File: src/rtl/game_state_controller.sv
// rtl/game_state_controller.sv - frame-sampled game sequencer: lives, score, respawn and game-over control
module game_state_controller #(
  parameter int         START_LIVES    = 3,
  parameter int         RESPAWN_FRAMES = 60,
  parameter logic [7:0] SPAWN_POS      = 8'h15,
  parameter int         SCORE_W        = 8
) (
  input  logic               clk,
  input  logic               reset,
  input  logic               frame_end,
  input  logic [9:0]         input_data,
  input  logic [7:0]         player_pos,
  input  logic [7:0]         sword_position,
  input  logic [3:0]         sword_visible,
  input  logic [7:0]         enemy_pos,
  output logic [9:0]         gated_input,
  output logic [1:0]         game_state,
  output logic [1:0]         player_lives,
  output logic [SCORE_W-1:0] score,
  output logic               player_respawn,
  output logic [7:0]         respawn_pos,
  output logic               enemy_hit
);

  typedef enum logic [1:0] {
    S_START     = 2'b00,
    S_PLAY      = 2'b01,
    S_RESPAWN   = 2'b10,
    S_GAME_OVER = 2'b11
  } state_t;

  localparam logic [1:0] LP_START_LIVES = 2'(START_LIVES);
  localparam logic [7:0] LP_RESP_FRAMES = 8'(RESPAWN_FRAMES);

  state_t             r_state;
  state_t             w_next_state;
  logic [1:0]         r_lives, w_lives_nxt;
  logic [SCORE_W-1:0] r_score, w_score_nxt, w_score_inc;
  logic [7:0]         r_cnt, w_cnt_nxt;
  logic               r_respawn, w_respawn_nxt;
  logic               r_hit, w_hit_nxt;
  logic               r_bit9_prev;
  logic               r_armed;
  logic               w_start_press;
  logic               w_sword_hit;
  logic               w_collide;

  // r_armed blocks a button held through reset from counting as a press
  assign w_start_press = frame_end & input_data[9] & ~r_bit9_prev & r_armed;
  assign w_sword_hit   = (sword_visible == 4'b0001) && (sword_position == enemy_pos);
  assign w_collide     = (player_pos == enemy_pos);
  assign w_score_inc   = (&r_score) ? r_score : r_score + SCORE_W'(1);

  always_ff @(posedge clk or negedge reset) begin
    if (!reset) r_state <= S_START;
    else        r_state <= w_next_state;
  end

  always_comb begin
    w_next_state = r_state;
    if (frame_end) begin
      case (r_state)
        S_START:     if (w_start_press) w_next_state = S_PLAY;
        S_PLAY:      if (!w_sword_hit && w_collide)
                       w_next_state = (r_lives > 2'd1) ? S_RESPAWN : S_GAME_OVER;
        S_RESPAWN:   if (r_cnt <= 8'd1) w_next_state = S_PLAY;
        S_GAME_OVER: if (w_start_press) w_next_state = S_START;
        default:     w_next_state = S_START;
      endcase
    end
  end

  always_comb begin
    w_lives_nxt   = r_lives;
    w_score_nxt   = r_score;
    w_cnt_nxt     = r_cnt;
    w_respawn_nxt = 1'b0;
    w_hit_nxt     = 1'b0;
    if (frame_end) begin
      case (r_state)
        S_START: if (w_start_press) begin
          w_lives_nxt   = LP_START_LIVES;
          w_score_nxt   = '0;
          w_respawn_nxt = 1'b1;
        end
        S_PLAY: begin
          if (w_sword_hit) begin
            w_hit_nxt   = 1'b1;
            w_score_nxt = w_score_inc;
          end else if (w_collide) begin
            if (r_lives > 2'd1) begin
              w_lives_nxt   = r_lives - 2'd1;
              w_cnt_nxt     = LP_RESP_FRAMES;
              w_respawn_nxt = 1'b1;
            end else begin
              w_lives_nxt = 2'd0;
            end
          end
        end
        S_RESPAWN: begin
          if (w_sword_hit) begin
            w_hit_nxt   = 1'b1;
            w_score_nxt = w_score_inc;
          end
          w_cnt_nxt = (r_cnt != 8'd0) ? r_cnt - 8'd1 : 8'd0;
        end
        default: ;
      endcase
    end
  end

  always_ff @(posedge clk or negedge reset) begin
    if (!reset) begin
      r_lives     <= 2'd0;
      r_score     <= '0;
      r_cnt       <= 8'd0;
      r_respawn   <= 1'b0;
      r_hit       <= 1'b0;
      r_bit9_prev <= 1'b0;
      r_armed     <= 1'b0;
    end else begin
      r_lives   <= w_lives_nxt;
      r_score   <= w_score_nxt;
      r_cnt     <= w_cnt_nxt;
      r_respawn <= w_respawn_nxt;
      r_hit     <= w_hit_nxt;
      if (frame_end) begin
        r_bit9_prev <= input_data[9];
        if (!input_data[9]) r_armed <= 1'b1;
      end
    end
  end

  assign gated_input    = (r_state == S_PLAY || r_state == S_RESPAWN) ? input_data : 10'd0;
  assign game_state     = r_state;
  assign player_lives   = r_lives;
  assign score          = r_score;
  assign player_respawn = r_respawn;
  assign respawn_pos    = SPAWN_POS;
  assign enemy_hit      = r_hit;

endmodule
File: config.mk
export PLATFORM = sky130hd
export DESIGN_NAME = game_state_controller
export DESIGN_NICKNAME = d
export VERILOG_FILES = /design/src/rtl/game_state_controller.sv
export SDC_FILE = /design/constraint.sdc
export NUM_CORES = 1
export LEC_CHECK = 0
export ABC_AREA = 1
export CAP_MARGIN = 20
export CORE_UTILIZATION = 40
export CTS_CLUSTER_DIAMETER = 150
export CTS_CLUSTER_SIZE = 8
export DETAILED_ROUTE_END_ITERATION = 16
export GPL_ROUTABILITY_DRIVEN = 0
export PLACE_DENSITY = 0.73
export SYNTH_ARGS = -nofsm -noshare
export SYNTH_HDL_FRONTEND = slang
export SYNTH_SLANG_ARGS = --single-unit
File: constraint.sdc
create_clock -name clk -period 2.1 [get_ports clk]
set_input_delay 0.42 -clock clk [delete_from_list [all_inputs] [get_ports clk]]
set_output_delay 0.42 -clock clk [all_outputs]
set_load 0.01 [all_outputs]
# Word-level counts from Yosys, hierarchy flattened
# Index checks and enable logic that the tools add are counted.
# totals
register_bits,24
output_inout_bits,32
inputBits,41
elab_cells,79
# classes
n_reduce_logical,16
n_eq_ne,15
n_mux,30
addsub,3
n_bitwise,5
order_cmp,2
# op_table
operator,n
8-bit two-way mux,7
8-bit case mux with 2 select lines,2
5-bit AND reduction,4
8-bit equality test,2
2-bit two-way mux,8
"2-bit != test, second input constant",8
10-bit two-way mux,1
1-bit two-way mux,9
"8-bit by 1-bit adder with 8-bit output, second input constant",1
"8-bit by 1-bit <= comparator with 1-bit output, second input constant",1
2-bit case mux with 4 select lines,1
8-bit AND reduction,1
8-bit nonzero test,1
"8-bit by 1-bit subtractor with 8-bit output, second input constant",1
2-bit nonzero test,3
"2-bit equality test, second input constant",2
"4-bit by 1-bit equality test with 1-bit output, second input constant",1
2-bit case mux with 2 select lines,1
1-bit AND,3
"2-bit by 1-bit equality test with 1-bit output, second input constant",1
"2-bit by 1-bit greater-than comparator with 1-bit output, second input constant",1
1-bit logical AND,2
2-bit logical NOT,1
"2-bit by 1-bit != test with 1-bit output, second input constant",1
other kinds (7),8

# Longest topological paths before layout
# depth
word_depth,6
mapped_depth,12

# Least setup slack after synthesis
# Ideal clock, no wire load.
# synth_timing
path_kind,register to output
startpoint,reg r_state[0] (netlist: game_state[0])
endpoint,out gated_input[0]
path_buffers,1
path_slack_ps,362
t_arrival_ps,1318
stages_incl_launch_ff,6
required_time_ps,1680
path_cell_list,dfrtp_1 -> inv_1 -> ha_1 -> clkbuf_1 -> nand2_1 -> inv_1
# synth_via
elab_chain_len,3
elab_cells_between_ends,4
# synth_rtl
item,line_no,source
"start, declared",35,state_t r_state;
"start signal, assigned",56,else r_state <= w_next_state;
2-bit by 1-bit equality test with 1-bit output or 2-bit equality test (tied branches),134,assign gated_input = (r_state == S_PLAY || r_state == S_RESPAWN) ? input_data : 10'd0;
1-bit logical OR (*),134,
10-bit two-way mux (*),134,
"end, declared",16,"output logic [9:0] gated_input,"
# Mark *: on every way between the ends. The rest lies on a longest branch, timed or not.

# Final worst setup path
# layout_timing
startpoint,reg r_state[1] (netlist: game_state[1])
endpoint,reg r_score[5] (netlist: score[5])
# layout_via
elab_chain_len,4
elab_cells_between_ends,10
# layout_rtl
item,line_no,source
2-bit by 1-bit equality test with 1-bit output or 2-bit equality test (tied branches),80,case (r_state)
2-bit OR reduction (no source line),n/a,
"2-bit != test (no source line), or another cell as far along",n/a,
5-bit AND reduction (no source line),n/a,
"end signal, assigned",123,r_score <= w_score_nxt;
"end, declared",38,"logic [SCORE_W-1:0] r_score, w_score_nxt, w_score_inc;"
# Parallel ways exist; a longest one is shown, timed or not.
# A chain may end at the register's enable or synchronous reset.

==> results by group <==
Status
  – Status: finished, final reports clean

GRT
  – Global Route Usage Sum: 0.183
  – Largest net degree at the start of global routing: 25
  – Vias in the first global route: around 1.8k
  – Initial antenna violation count: 0
  – Remaining Overflow, GRT: 0
  – First-pass GRT wire length: ~7800 um

Synth
  – Cells taking the most area after synthesis: dfrtp_1 29%, nand2_1 23%, inv_1 10%
  – Synth warn: 0
  – Yosys top cell area share: 0.294
  – Post-synthesis cell count: 325
  – Register area share after synthesis: 0.294
  – Post-synth top flop: dfrtp_1
  – Area leader, netlist: dfrtp_1
  – Synthesized area: 0.00204 mm2
  – Flops & latches, synth: 24
  – Synth unique cells: 27
  – EDFF count, synth: 0
  – Syn_area_per_cell: 6.28 um2
  – Asr flop ratio synth: 1.00

Timing
  – Fin Hold WS: 0.473 ns
  – Final min period: between 1.5 and 2 ns
  – Period utilization: 0.872
  – Fmax: between 0.5 and 0.6 GHz
  – RSZ-0062 raised after global routing: no
  – Slew Limit Fails: 0
  – Setup TNS: 0 ns
  – Final setup fails: 0
  – Final hold viol count: 0
  – Worst Slack Setup Final: 0.268 ns
  – Setup Skew: 0.00193 ns

Clocking
  – Root Driver: clkbuf_8
  – H-tree depth: 1
  – CTS Buf Count: 3
  – Post-CTS Hold Buffers: 0
  – CTS max path bufs: 2
  – Worst skew pair latency: between 0.2 and 0.3 ns
  – CTS Sinks: 24
  – CTS clk-pin slew, worst paths: roughly 0.09 ns
  – CTS tree: done

Power and ir drop
  – Power per cell area: about 960 mW/mm2
  – Max VDD drop: 0.791 mV
  – Overall power: 2.72 mW
  – Leak: 1.56 nW

Final layout
  – Most frequent cells in the layout: 124 x nand2_1, 56 x inv_1, 54 x clkdlybuf4s50_1
  – Final-layout fill cell count: about 500
  – ANT cells: 0
  – Register Area: 601 um2
  – Area grow syn2layout: 38.6%
  – Final #Nets: 445
  – Design area: roughly 0.0028 mm2
  – Multi-input logic area: 0.00119 mm2
  – Layout cell share with drive strength beyond 1: 0.0608
  – Most common cell after layout, fill and taps aside: nand2_1
  – Final Util: 0.587
  – Post-route insts no fill: between 400 and 500

Critical path
  – CP Launch Type: flop
  – CP arrival: 2.00 ns
  – Worst path slowest cell: dfrtp_1
  – Top delay family on crit path: buffers and inverters
  – Required @ worst endpoint: 2.27 ns
  – Delay of the slowest cell on the worst path: 0.35 ns
  – Max FO, Critical Path: 11
  – WS Path Type: flop to flop
  – Crit-path cells: inv_1 > ha_4 > buf_4 > buf_4 > inv_1 > a21oi_4 > nand2_4 > nand2_1 > nand2_1
  – Critical Path End Type: flop
  – WP buf/inv: 4

Flow run
  – Max cap viols: 0

Detailed routing
  – WL/cell: 10.2 um
  – Routed vias: 2060
  – Drt pass-1 iters: 5
  – Routed Antenna Nets: 0
  – Routed WL: between 4000 and 5000 um
  – DR vias/cell: roughly 4.5
  – # DRC: 0
  – Initial DRC Count: 121

Die
  – IO Pins: 73
  – Die width: 73.4 um
  – DIE AREA: around 0.0054 mm2
  – Die height: 73.4 um
  – Initial Util: 0.424
  – Site Rows: 25
  – Core area: 0.00482 mm2

Placed design
  – Place WS: -0.00729 ns
  – Post-DP HPWL: roughly 3700 um
  – Placed cells: 457
  – Placed instance area: 0.00277 mm2
  – I/O Buffers: 64

Min path
  – Worst min path class: flop to flop
==> power by group <==
part	total, mW	internal (mW)	switching (mW)
clock network	0.319	0.168	0.152
registers	0.663	0.563	0.0996
logic	1.74	0.740	1.00
==> kinds of logic after synthesis <==
family                   share of synthesized area
AND/OR/NAND/NOR                              0.399
buffers and inverters                        0.142
flip-flops                                   0.294
AO/OA/AOI/OAI                               0.0521
XOR/XNOR                                    0.0601
adder cells (fa/ha/maj)                     0.0491
other                                      0.00368
==> area by class of cell <==
type / count / area share
Clock buffer: 4 / 0.0195
Inverter: 57 / 0.0757
Multi-Input combinational cell: 238 / 0.419
Sequential cell: 24 / 0.212
Tap cell: 67 / 0.0296
Timing Repair Buffer: 72 / 0.243
==> synth_stat cells (2+ instances only) <==
cell      number
a21oi_1        8
buf_4          8
clkbuf_1       3
conb_1         2
dfrtp_1       24
ha_1           8
inv_1         56
nand2_1      124
nand2_2        2
nand3_1       28
nand4_1        3
nor2_1        23
nor2_2         3
nor3_1         4
nor3b_1        2
o21ai_0        4
xnor2_1        8
xor2_1         6
==> flip-flops by register name (all words and copies together) (netlist names) <==
signal	count
player_respawn	1
r_armed	1
game_state	2
enemy_hit	1
score	8
r_bit9_prev	1
player_lives	2
r_cnt	8
==> metal layers <==
| layer | global-route usage | vias up | routed length (um) |
|---|---|---|---|
| met3 | 0.0288 | 6 | 136 |
| li1 | - | 1105 | - |
| met4 | 0.0449 | 0 | 51 |
| met2 | 0.332 | 43 | 2380 |
| met5 | 0 | - | 0 |
| met1 | 0.225 | 906 | 2130 |
==> what timing repair did <==
action / CTS / global route
endpoints found under the setup margin: 10 / 0
gates resized for setup: 12 / 0
hold endpoints to repair: 0 / 0
setup buffers: 1 / 0
==> worst register-to-register path: stages, from the launching register on <==
cell	delay, ns
dfrtp_1	0.35
inv_1	0.08
ha_4	0.33
buf_4	0.13
buf_4	0.12
inv_1	0.14
a21oi_4	0.32
nand2_4	0.13
nand2_1	0.09
nand2_1	0.05
==> worst paths after layout <==
check	start	end	slack, ns	cells after the start
max in group asynchronous	reset	score[1]	1.36	2
hold reg to reg	r_cnt[6]	r_cnt[6]	0.47	2
setup reg to reg	game_state[1]	score[5]	0.27	9
min in group asynchronous	reset	score[4]	0.51	2
hold / removal	r_cnt[6]	r_cnt[6]	0.47	2
setup / recovery	game_state[1]	score[5]	0.27	9
No activity file was read; power rests on OpenSTA's default activity.
